**src/rtl/dead_time_gen.sv**
```systemverilog
// dead_time_gen: complementary high/low gate drive from a PWM stream with a programmable dead band and latched fault
module dead_time_gen #(
   parameter int DT_WIDTH = 8
) (
   input  logic                clk_in,
   input  logic                rst_n_in,
   input  logic                pwm_in,
   input  logic                enable_in,
   input  logic [DT_WIDTH-1:0] dt_cycles_in,
   input  logic                fault_in,
   input  logic                fault_clr_in,
   output logic                hs_out,
   output logic                ls_out,
   output logic                dt_active_out,
   output logic                fault_latched_out
);
   typedef enum logic [2:0] {IDLE, DT_TO_HS, HS_ON, DT_TO_LS, LS_ON, FAULT} state_t;
   state_t              state_q, state_d;
   logic [DT_WIDTH-1:0] cnt_q, cnt_d, load;
   logic                pwm_q, rel_q;
   logic                hs_q, ls_q, dta_q, flt_q;
   // Dead band of D cycles needs D-1 in the counter; a request of 0 behaves as 1.
   assign load = (dt_cycles_in == '0) ? '0 : dt_cycles_in - 1'b1;
   // Next-state logic in priority order: fault, fault clear, enable, then PWM tracking.
   always_comb begin
      state_d = state_q;
      cnt_d   = cnt_q;
      if (fault_in) state_d = FAULT;
      else if (state_q == FAULT) state_d = fault_clr_in ? IDLE : FAULT;
      else if (!enable_in) state_d = IDLE;
      else begin
         case (state_q)
            IDLE: if (rel_q) begin
               state_d = pwm_q ? DT_TO_HS : DT_TO_LS;
               cnt_d   = load;
            end
            HS_ON: if (!pwm_q) begin
               state_d = DT_TO_LS;
               cnt_d   = load;
            end
            LS_ON: if (pwm_q) begin
               state_d = DT_TO_HS;
               cnt_d   = load;
            end
            DT_TO_LS: begin
               if (pwm_q) state_d = HS_ON;
               else if (cnt_q == '0) state_d = LS_ON;
               else cnt_d = cnt_q - 1'b1;
            end
            DT_TO_HS: begin
               if (!pwm_q) state_d = LS_ON;
               else if (cnt_q == '0) state_d = HS_ON;
               else cnt_d = cnt_q - 1'b1;
            end
            default: state_d = IDLE;
         endcase
      end
   end
   // State, counter, sampled PWM and registered outputs; rel_q holds the FSM in IDLE for the
   // first edge after reset so the first decision uses a freshly captured pwm_q.
   always_ff @(posedge clk_in or negedge rst_n_in) begin
      if (!rst_n_in) begin
         state_q <= IDLE;
         cnt_q   <= '0;
         pwm_q   <= 1'b0;
         rel_q   <= 1'b0;
         hs_q    <= 1'b0;
         ls_q    <= 1'b0;
         dta_q   <= 1'b0;
         flt_q   <= 1'b0;
      end else begin
         state_q <= state_d;
         cnt_q   <= cnt_d;
         pwm_q   <= pwm_in;
         rel_q   <= 1'b1;
         hs_q    <= state_d == HS_ON;
         ls_q    <= state_d == LS_ON;
         dta_q   <= state_d == DT_TO_HS || state_d == DT_TO_LS;
         flt_q   <= state_d == FAULT;
      end
   end
   assign hs_out            = hs_q;
   assign ls_out            = ls_q;
   assign dt_active_out     = dta_q;
   assign fault_latched_out = flt_q;
endmodule

```
**config.mk**
```make
export PLATFORM = sky130hd
export DESIGN_NAME = dead_time_gen
export DESIGN_NICKNAME = d
export VERILOG_FILES = /design/src/rtl/dead_time_gen.sv
export SDC_FILE = /design/constraint.sdc
export NUM_CORES = 1
export LEC_CHECK = 0
export CAP_MARGIN = 40
export CORE_MARGIN = 2
export CORE_UTILIZATION = 35
export DETAILED_ROUTE_END_ITERATION = 8
export HOLD_SLACK_MARGIN = 0.05
export PLACE_DENSITY = 0.64
export RECOVER_POWER = 50
export SETUP_SLACK_MARGIN = 0.1
export SLEW_MARGIN = 15
export SYNTH_ARGS = -nofsm -noshare
export SYNTH_HDL_FRONTEND = slang
export SYNTH_SLANG_ARGS = --single-unit
```
**constraint.sdc**
```tcl
create_clock -name clk_in -period 1.7 [get_ports clk_in]
set_input_delay 0.17 -clock clk_in [delete_from_list [all_inputs] [get_ports clk_in]]
set_output_delay 0.17 -clock clk_in [all_outputs]
set_load 0.01 [all_outputs]
```
==> impl_results.md, run 1 <==
* CP max stage cell: dfrtp_1
* EDFF count, synth at 0
* PwrDens at 1030 nW/um^2
* Mapped Area at 1110 sq um
* Area grow syn2layout at 43.0%
* First drt pass iteration count at 5
* Clock Latency Late Sink at 0.29 ns
* Global-route wire length before repair at 4800 microns
* Drt via density at ~5.0
* # rows at 20
* GR Util met3 at 0.0213
* Synth Net Count at 145
* Reg power frac at 0.370
* Total GRT Usage at 0.177
* VDD IR max at roughly 0.55 mV
* Htree depth at 1
* Post-route ant nets at 0
* Final HPWL DP at 2190 microns
* Clock power frac at 0.133
* P_sw at 0.612 mW
* Hold crit path type: primary input to register
* Most common cell in the netlist: dfrtp_1
* Slew headroom at 0.391
* Async set or reset register ratio after synthesis at 1.00
* Yosys warnings at 0
* Pint at 1.04 mW
* Setup TNS at -0.0815 ns
* Cells after Synth at 128
* Power, Total at 1.65 mW
* RSZ-0062 raised after global routing: yes
* Core Region at 3050 sq um
* DIE HEIGHT at 60.4 microns
* Synth area leaders: dfrtp_1 (38%), a21oi_1 (4.5%), nor2_1 (4.4%)
* FF/Latch Area at 425 sq um
* CP max FO at 7
* Sw Ratio at 0.371
* Layout cells sized above 1 at 0.257
* Avg Inst Size Synth at 8.71 sq um
* Final setup skew at 0.00109 ns
* Vias in the first global route at 1053
* Routability Congestion at 0.924
* Slowest stage delay, CP at roughly 0.41 ns
* CP arrival at 1.91 ns
* Root Driver: clkbuf_4
* Post-Place Worst Slack at -0.122 ns
* Area of the multi-input gates at 643 sq um
* Register area share after synthesis at 0.382
* Initial Util at 0.365
* Unique masters post-synth at 43
* CTS buffer count at 3
* Post-synth top cells: dfrtp_1 (17), nor2_1 (13), a21oi_1 (10)
* DR iter-0 viols at 16
* DR WL/cell at 12.3 microns
* Buf+Inv Stages, Crit Path at 2
* Setup CP Type: register to register
* Failing checks: setup timing
* Final WL at 2680 microns
* GR Util met2 at 0.275
* TritonCTS clock tree: yes
* Gr ovfl total at 0
* Port Buf Inserts at 17
* Routed vias at approximately 1.1k
* CP startpoint kind: register
* Hold buffers post-CTS at 0
* Worst-path clk slew at 0.10 ns
* Initial antenna violation count at 0
* CTS sink count at 17
* Cell family with most CP delay: compound AO/OA/AOI/OAI gates
* GR Util met1 at 0.248
* Largest net degree at the start of global routing at 18
* Leak at roughly 0.70 nW
* Residual DRC at 0
* Post-synth top area share at 0.382
* Peak Freq at 579 MHz
* Yosys top cell by area: dfrtp_1
* Crit path capture type: register
* Top FF cell, synth: dfrtp_1
* Fin. Hold Viols at 0
* Comb pwr share at 0.496
* Fin nets at 193
* Antenna diodes at 0
* Critical path, cell by cell: inv_2 > ha_4 > nor2b_4 > a311oi_2 > o2111ai_2 > buf_6 > nor2_1 > o22a_1
* Die area at ~3700 sq um
* # Post-CTS Setup Buffers at 0
* Slack of the critical path at -0.0278 ns
* Status: finished with violations
* Synth Register Bits at 17
* Clk buf depth at 2
* Worst EP required at 1.88 ns
* Max_cap viols at 0
* IO Pins at 18
* Endpoints failing setup at 4
* FILL cells at 300
* GRT busiest layer: met2
* Fin crit share at 1.02
* Slew Viols, Final at 0
* Slew @ Worst Pin at between 0.9 and 1 ns
* Crit path time final at 1.73 ns
* Die W at 60.4 microns
## logic make-up after synthesis
| logic type | after synthesis | share of synthesized area |
|---|---|---|
| AND/OR/NAND/NOR | 46 | 0.227 |
| AO/OA/AOI/OAI | 41 | 0.250 |
| adder cells (fa/ha/maj) | 3 | 0.0337 |
| flip-flops | 17 | 0.382 |
| multiplexers | 2 | 0.0180 |
| other | 1 | 0.00336 |
| XOR/XNOR | 3 | 0.0236 |
| buffers and inverters | 15 | 0.0629 |
## power groups by stage
stage,Clock (mW),Combinational [mW],Sequential (mW)
floorplan,0,0.399,0.619
global placement,0,0.784,0.611
detailed placement,0,0.796,0.619
CTS,0.230,0.807,0.611
global route,0.253,0.921,0.624
finish,0.220,0.818,0.611
## placed cells by master, fill, tap and decap left out, types with 3 or more instances in the layout
cell type / netlist / layout
buf_4: 1 / 30
dfrtp_1: 17 / 17
clkdlybuf4s50_1: 0 / 15
nor2_1: 13 / 13
a21oi_1: 10 / 9
inv_1: 9 / 7
nor3_1: 7 / 7
o21ai_1: 4 / 7
nand2_1: 6 / 6
o21ai_0: 8 / 5
nand3_1: 4 / 4
a31oi_1: 4 / 4
nor2b_1: 4 / 3
clkbuf_4: 0 / 3
## cell type report
class / count / area share
clock buffer: 4 / 0.0165
inverter: 9 / 0.0212
multi-input combinational: 96 / 0.403
sequential: 17 / 0.267
tap: 44 / 0.0345
timing repair buffer: 49 / 0.257
## metrics by stage
stage | instances | cell area (sq um) | hold slack [ns] | utilization
final | 219 | 1590 | 0.427 | 0.522
after global routing | 219 | 1590 | 0.415 | 0.522
after CTS | 219 | 1590 | 0.195 | 0.520
after detailed placement | 215 | 1550 | 0.518 | 0.509
after floorplan | 128 | 1130 | -0.126 | -
after global placement | 215 | 1550 | 0.488 | 0.509
## state kept, by name (all words and copies together), names as in the netlist
signal / count
cnt_q: 8
state_q: 3
dt_active_out: 1
fault_latched_out: 1
hs_out: 1
ls_out: 1
pwm_q: 1
rel_q: 1
## layer usage
layer / up-vias / wire length (microns)
met4: 0 / 44
met3: 4 / 160
li1: 554 / -
met5: - / 0
met2: 43 / 1230
met1: 496 / 1250
## timing repair
action | in CTS | in global routing
endpoints found under the hold margin | 0 | 0
endpoints found under the setup margin | 11 | 13
pin swaps | 4 | 2
resized for setup | 3 | 3
## path summary, 6_finish.rpt
| check | from | end | slack, ns | cells past startpoint |
|---|---|---|---|---|
| min in group asynchronous | rst_n_in | rel_q | 0.51 | 2 |
| min | pwm_in | pwm_q | 0.43 | 1 |
| min reg2reg | cnt_q[6] | cnt_q[6] | 0.53 | 2 |
| max | cnt_q[0] | cnt_q[2] | -0.03 | 8 |
| max in group asynchronous | rst_n_in | cnt_q[6] | 0.63 | 2 |
| max reg2reg | cnt_q[0] | cnt_q[2] | -0.03 | 8 |
Power figures use the tool's default switching activity.
==> run 2, diff against run 1 <==
- PLACE_DENSITY: 0.64 -> not set
- PLACE_DENSITY_LB_ADDON: not set -> 0.25
==> impl_results.md, run 2 (same netlist as run 1, synthesis figures left out) <==
* Cell family with most CP delay: compound AO/OA/AOI/OAI gates
* VDD IR max at 0.797 mV (+46%)
* Global-route wire length before repair at 4480 microns (-6.6%)
* CP startpoint kind: register
* Final setup skew at 0.00821 ns (+0.00712 ns)
* Fin. Hold Viols at 0 (unchanged)
* GRT busiest layer: met2
* Leak at 0.696 nW (-1.1%)
* Die W at 60.4 microns (unchanged)
* # rows at 20 (unchanged)
* Peak Freq at 586 MHz (+1.3%)
* Critical path, cell by cell: inv_2 > ha_4 > nor2b_4 > a311oi_2 > o2111ai_2 > buf_4 > a31oi_4 > o21ai_1
* Crit path time final at 1.71 ns (-0.0217 ns)
* Crit path capture type: register
* Largest register FFs at 8 (unchanged)
* Clock Latency Late Sink at 0.29 ns (about the same)
* Area grow syn2layout at 46.0%
* Worst EP required at 1.88 ns (about the same)
* Final WL at 2790 microns (+4.0%)
* Clk buf depth at 2 (unchanged)
* GR Util met2 at 0.261 (-0.0140)
* Most common cell after layout, fill and taps aside: buf_4
* DR WL/cell at 12.9 microns (+5.5%)
* Reg2Reg Depth at 8 (unchanged)
* Most flop-heavy register: cnt_q
* DIE HEIGHT at 60.4 microns (unchanged)
* Die area at 3650 sq um (unchanged)
* Layout cells sized above 1 at 0.297 (+0.0394)
* GR Util met3 at 0.0384 (+0.0171)
* Fin crit share at 1.00 (-0.0128)
* Slack of the critical path at -0.00603 ns (+0.0217 ns)
* PwrDens at 1050 nW/um^2 (+2.0%)
* Htree depth at 1 (unchanged)
* IO Pins at 18 (unchanged)
* RSZ-0062 raised after global routing: yes
* Capturing point of the worst reg2reg path: cnt_q[0]
* First drt pass iteration count at 4 (-1)
* CP max FO at 4 (-3)
* Final Non-Filler Cells at 216 (-1.4%)
* Routed vias at 1089 (-0.73%)
* Hold buffers post-CTS at 0 (unchanged)
* Worst-path clk slew at 0.09 ns (about the same)
* CTS sink count at 17 (unchanged)
* Slew headroom at 0.396 (+0.00542)
* Buf+Inv Stages, Crit Path at 2 (unchanged)
* GR Util met1 at 0.226 (-0.0212)
* Vias in the first global route at 1016 (-3.5%)
* CP arrival at 1.88 ns (-0.03 ns)
* Most frequent cells in the layout: buf_4 (27), dfrtp_1 (17), clkdlybuf4s50_1 (15), nor2_1 (12), a21oi_1 (8)
* Slew Viols, Final at 0 (unchanged)
* Endpoints failing setup at 2 (-2)
* Port Buf Inserts at 17 (unchanged)
* Max_cap viols at 0 (unchanged)
* Reg2reg start: cnt_q[0]
* Reg2Reg Setup Slack at -0.006 ns (+0.02 ns)
* Largest net degree at the start of global routing at 18 (unchanged)
* Antenna diodes at 0 (unchanged)
* CTS buffer count at 3 (unchanged)
* TritonCTS clock tree: yes
* Hold crit path type: primary input to register
* Residual DRC at 0 (unchanged)
* Slowest stage delay, CP at 0.37 ns (-0.04 ns)
* Worst hold path endpoint: pwm_q
* CP max stage cell: dfrtp_1
* Hold Path Stages at 1 (unchanged)
* Post-route ant nets at 0 (unchanged)
* Setup TNS at -0.00891 ns (+0.0726 ns)
* Final HPWL DP at 2080 microns (-4.9%)
* Routability Congestion at 0.821 (-11%)
* Initial antenna violation count at 0 (unchanged)
* DR iter-0 viols at 44 (+28)
* Drt via density at 5.04 (+0.65%)
* Post-Place Worst Slack at -0.129 ns (-0.00666 ns)
* Slew @ Worst Pin at 0.906 ns (-0.00813 ns)
* Largest regs: cnt_q (8), state_q (3)
* # placed instances at 210 (-2.3%)
* Fin nets at 190 (-1.6%)
* Root Driver: clkbuf_4
* Gr ovfl total at 0 (unchanged)
* Initial Util at 0.365 (unchanged)
* Status: finished with violations
* Core Util, Final at 0.533 (+0.0111)
* Failing checks: setup timing
* Min-delay src: pwm_in
* Core Region at 3050 sq um (unchanged)
* Setup CP Type: register to register
* Total GRT Usage at 0.163 (-0.0142)
## run 2: cell count changes in the layout (fill, tap and decap cells not counted), sizes merged
| cell | previous run | this run |
|---|---|---|
| buf | 31 | 28 |
| clkbuf | 5 | 4 |
| clkinv | 0 | 1 |
## run 2: worst register-to-register path: stages, from the launching register on
cell and delay, ns:
dfrtp_1 0.37, inv_2 0.06, ha_4 0.15, nor2b_4 0.13
a311oi_2 0.26, o2111ai_2 0.21, buf_4 0.21, a31oi_4 0.14
o21ai_1 0.08
## run 2: worst max path at each step
stage	start	to	slack, ns	cells past startpoint
5_1_grt	cnt_q[1]	cnt_q[6]	-0.16	8
3_3_place_gp	dt_cycles_in[0]	cnt_q[0]	-0.08	8
3_5_place_dp	dt_cycles_in[0]	cnt_q[0]	-0.13	8
2_1_floorplan	cnt_q[0]	cnt_q[7]	0.05	7
4_1_cts	cnt_q[0]	cnt_q[5]	-0.006	8
6_report	cnt_q[0]	cnt_q[0]	-0.006	8
## run 2: through the flow
step           instance area (sq um)  hold WS [ns]  total power, mW
6_report                        1630         0.431             1.72
3_3_place_gp                    1520         0.483             1.37
3_5_place_dp                    1520         0.511             1.39
2_1_floorplan                   1130        -0.126             1.02
5_1_grt                         1630         0.427             1.86
4_1_cts                         1590         0.195             1.67
## run 2: layer usage
layer	up-vias	routed length [microns]	share of wire
met3	7	143	0.051
li1	552	-	-
met4	0	35	0.013
met5	-	0	0
met1	506	1260	0.45
met2	24	1350	0.48
## run 2: what timing repair did
| item | CTS | global route |
|---|---|---|
| pin swaps | 3 | 3 |
| gates resized for setup | 8 | 9 |
| setup endpoints to repair | 10 | 12 |
| buffers inserted | 2 | 0 |
## run 2: power breakdown
group	total, mW	switching [mW]	internal (mW)	leakage, nW
Sequential	0.617	0.107	0.510	0.208
Clock	0.213	0.126	0.0875	0.0177
Combinational	0.887	0.430	0.457	0.470
Total	1.72	0.663	1.05	0.696
## run 2: area by class of cell
cell class,count,area (sq um)
multi-input cells,96,698
clock buffers,3,22.5
flip-flops and latches,17,425
well taps,44,55.1
inverters,9,33.8
fillers,298,1430
repair buffers,46,388
clock inverters,1,5.00
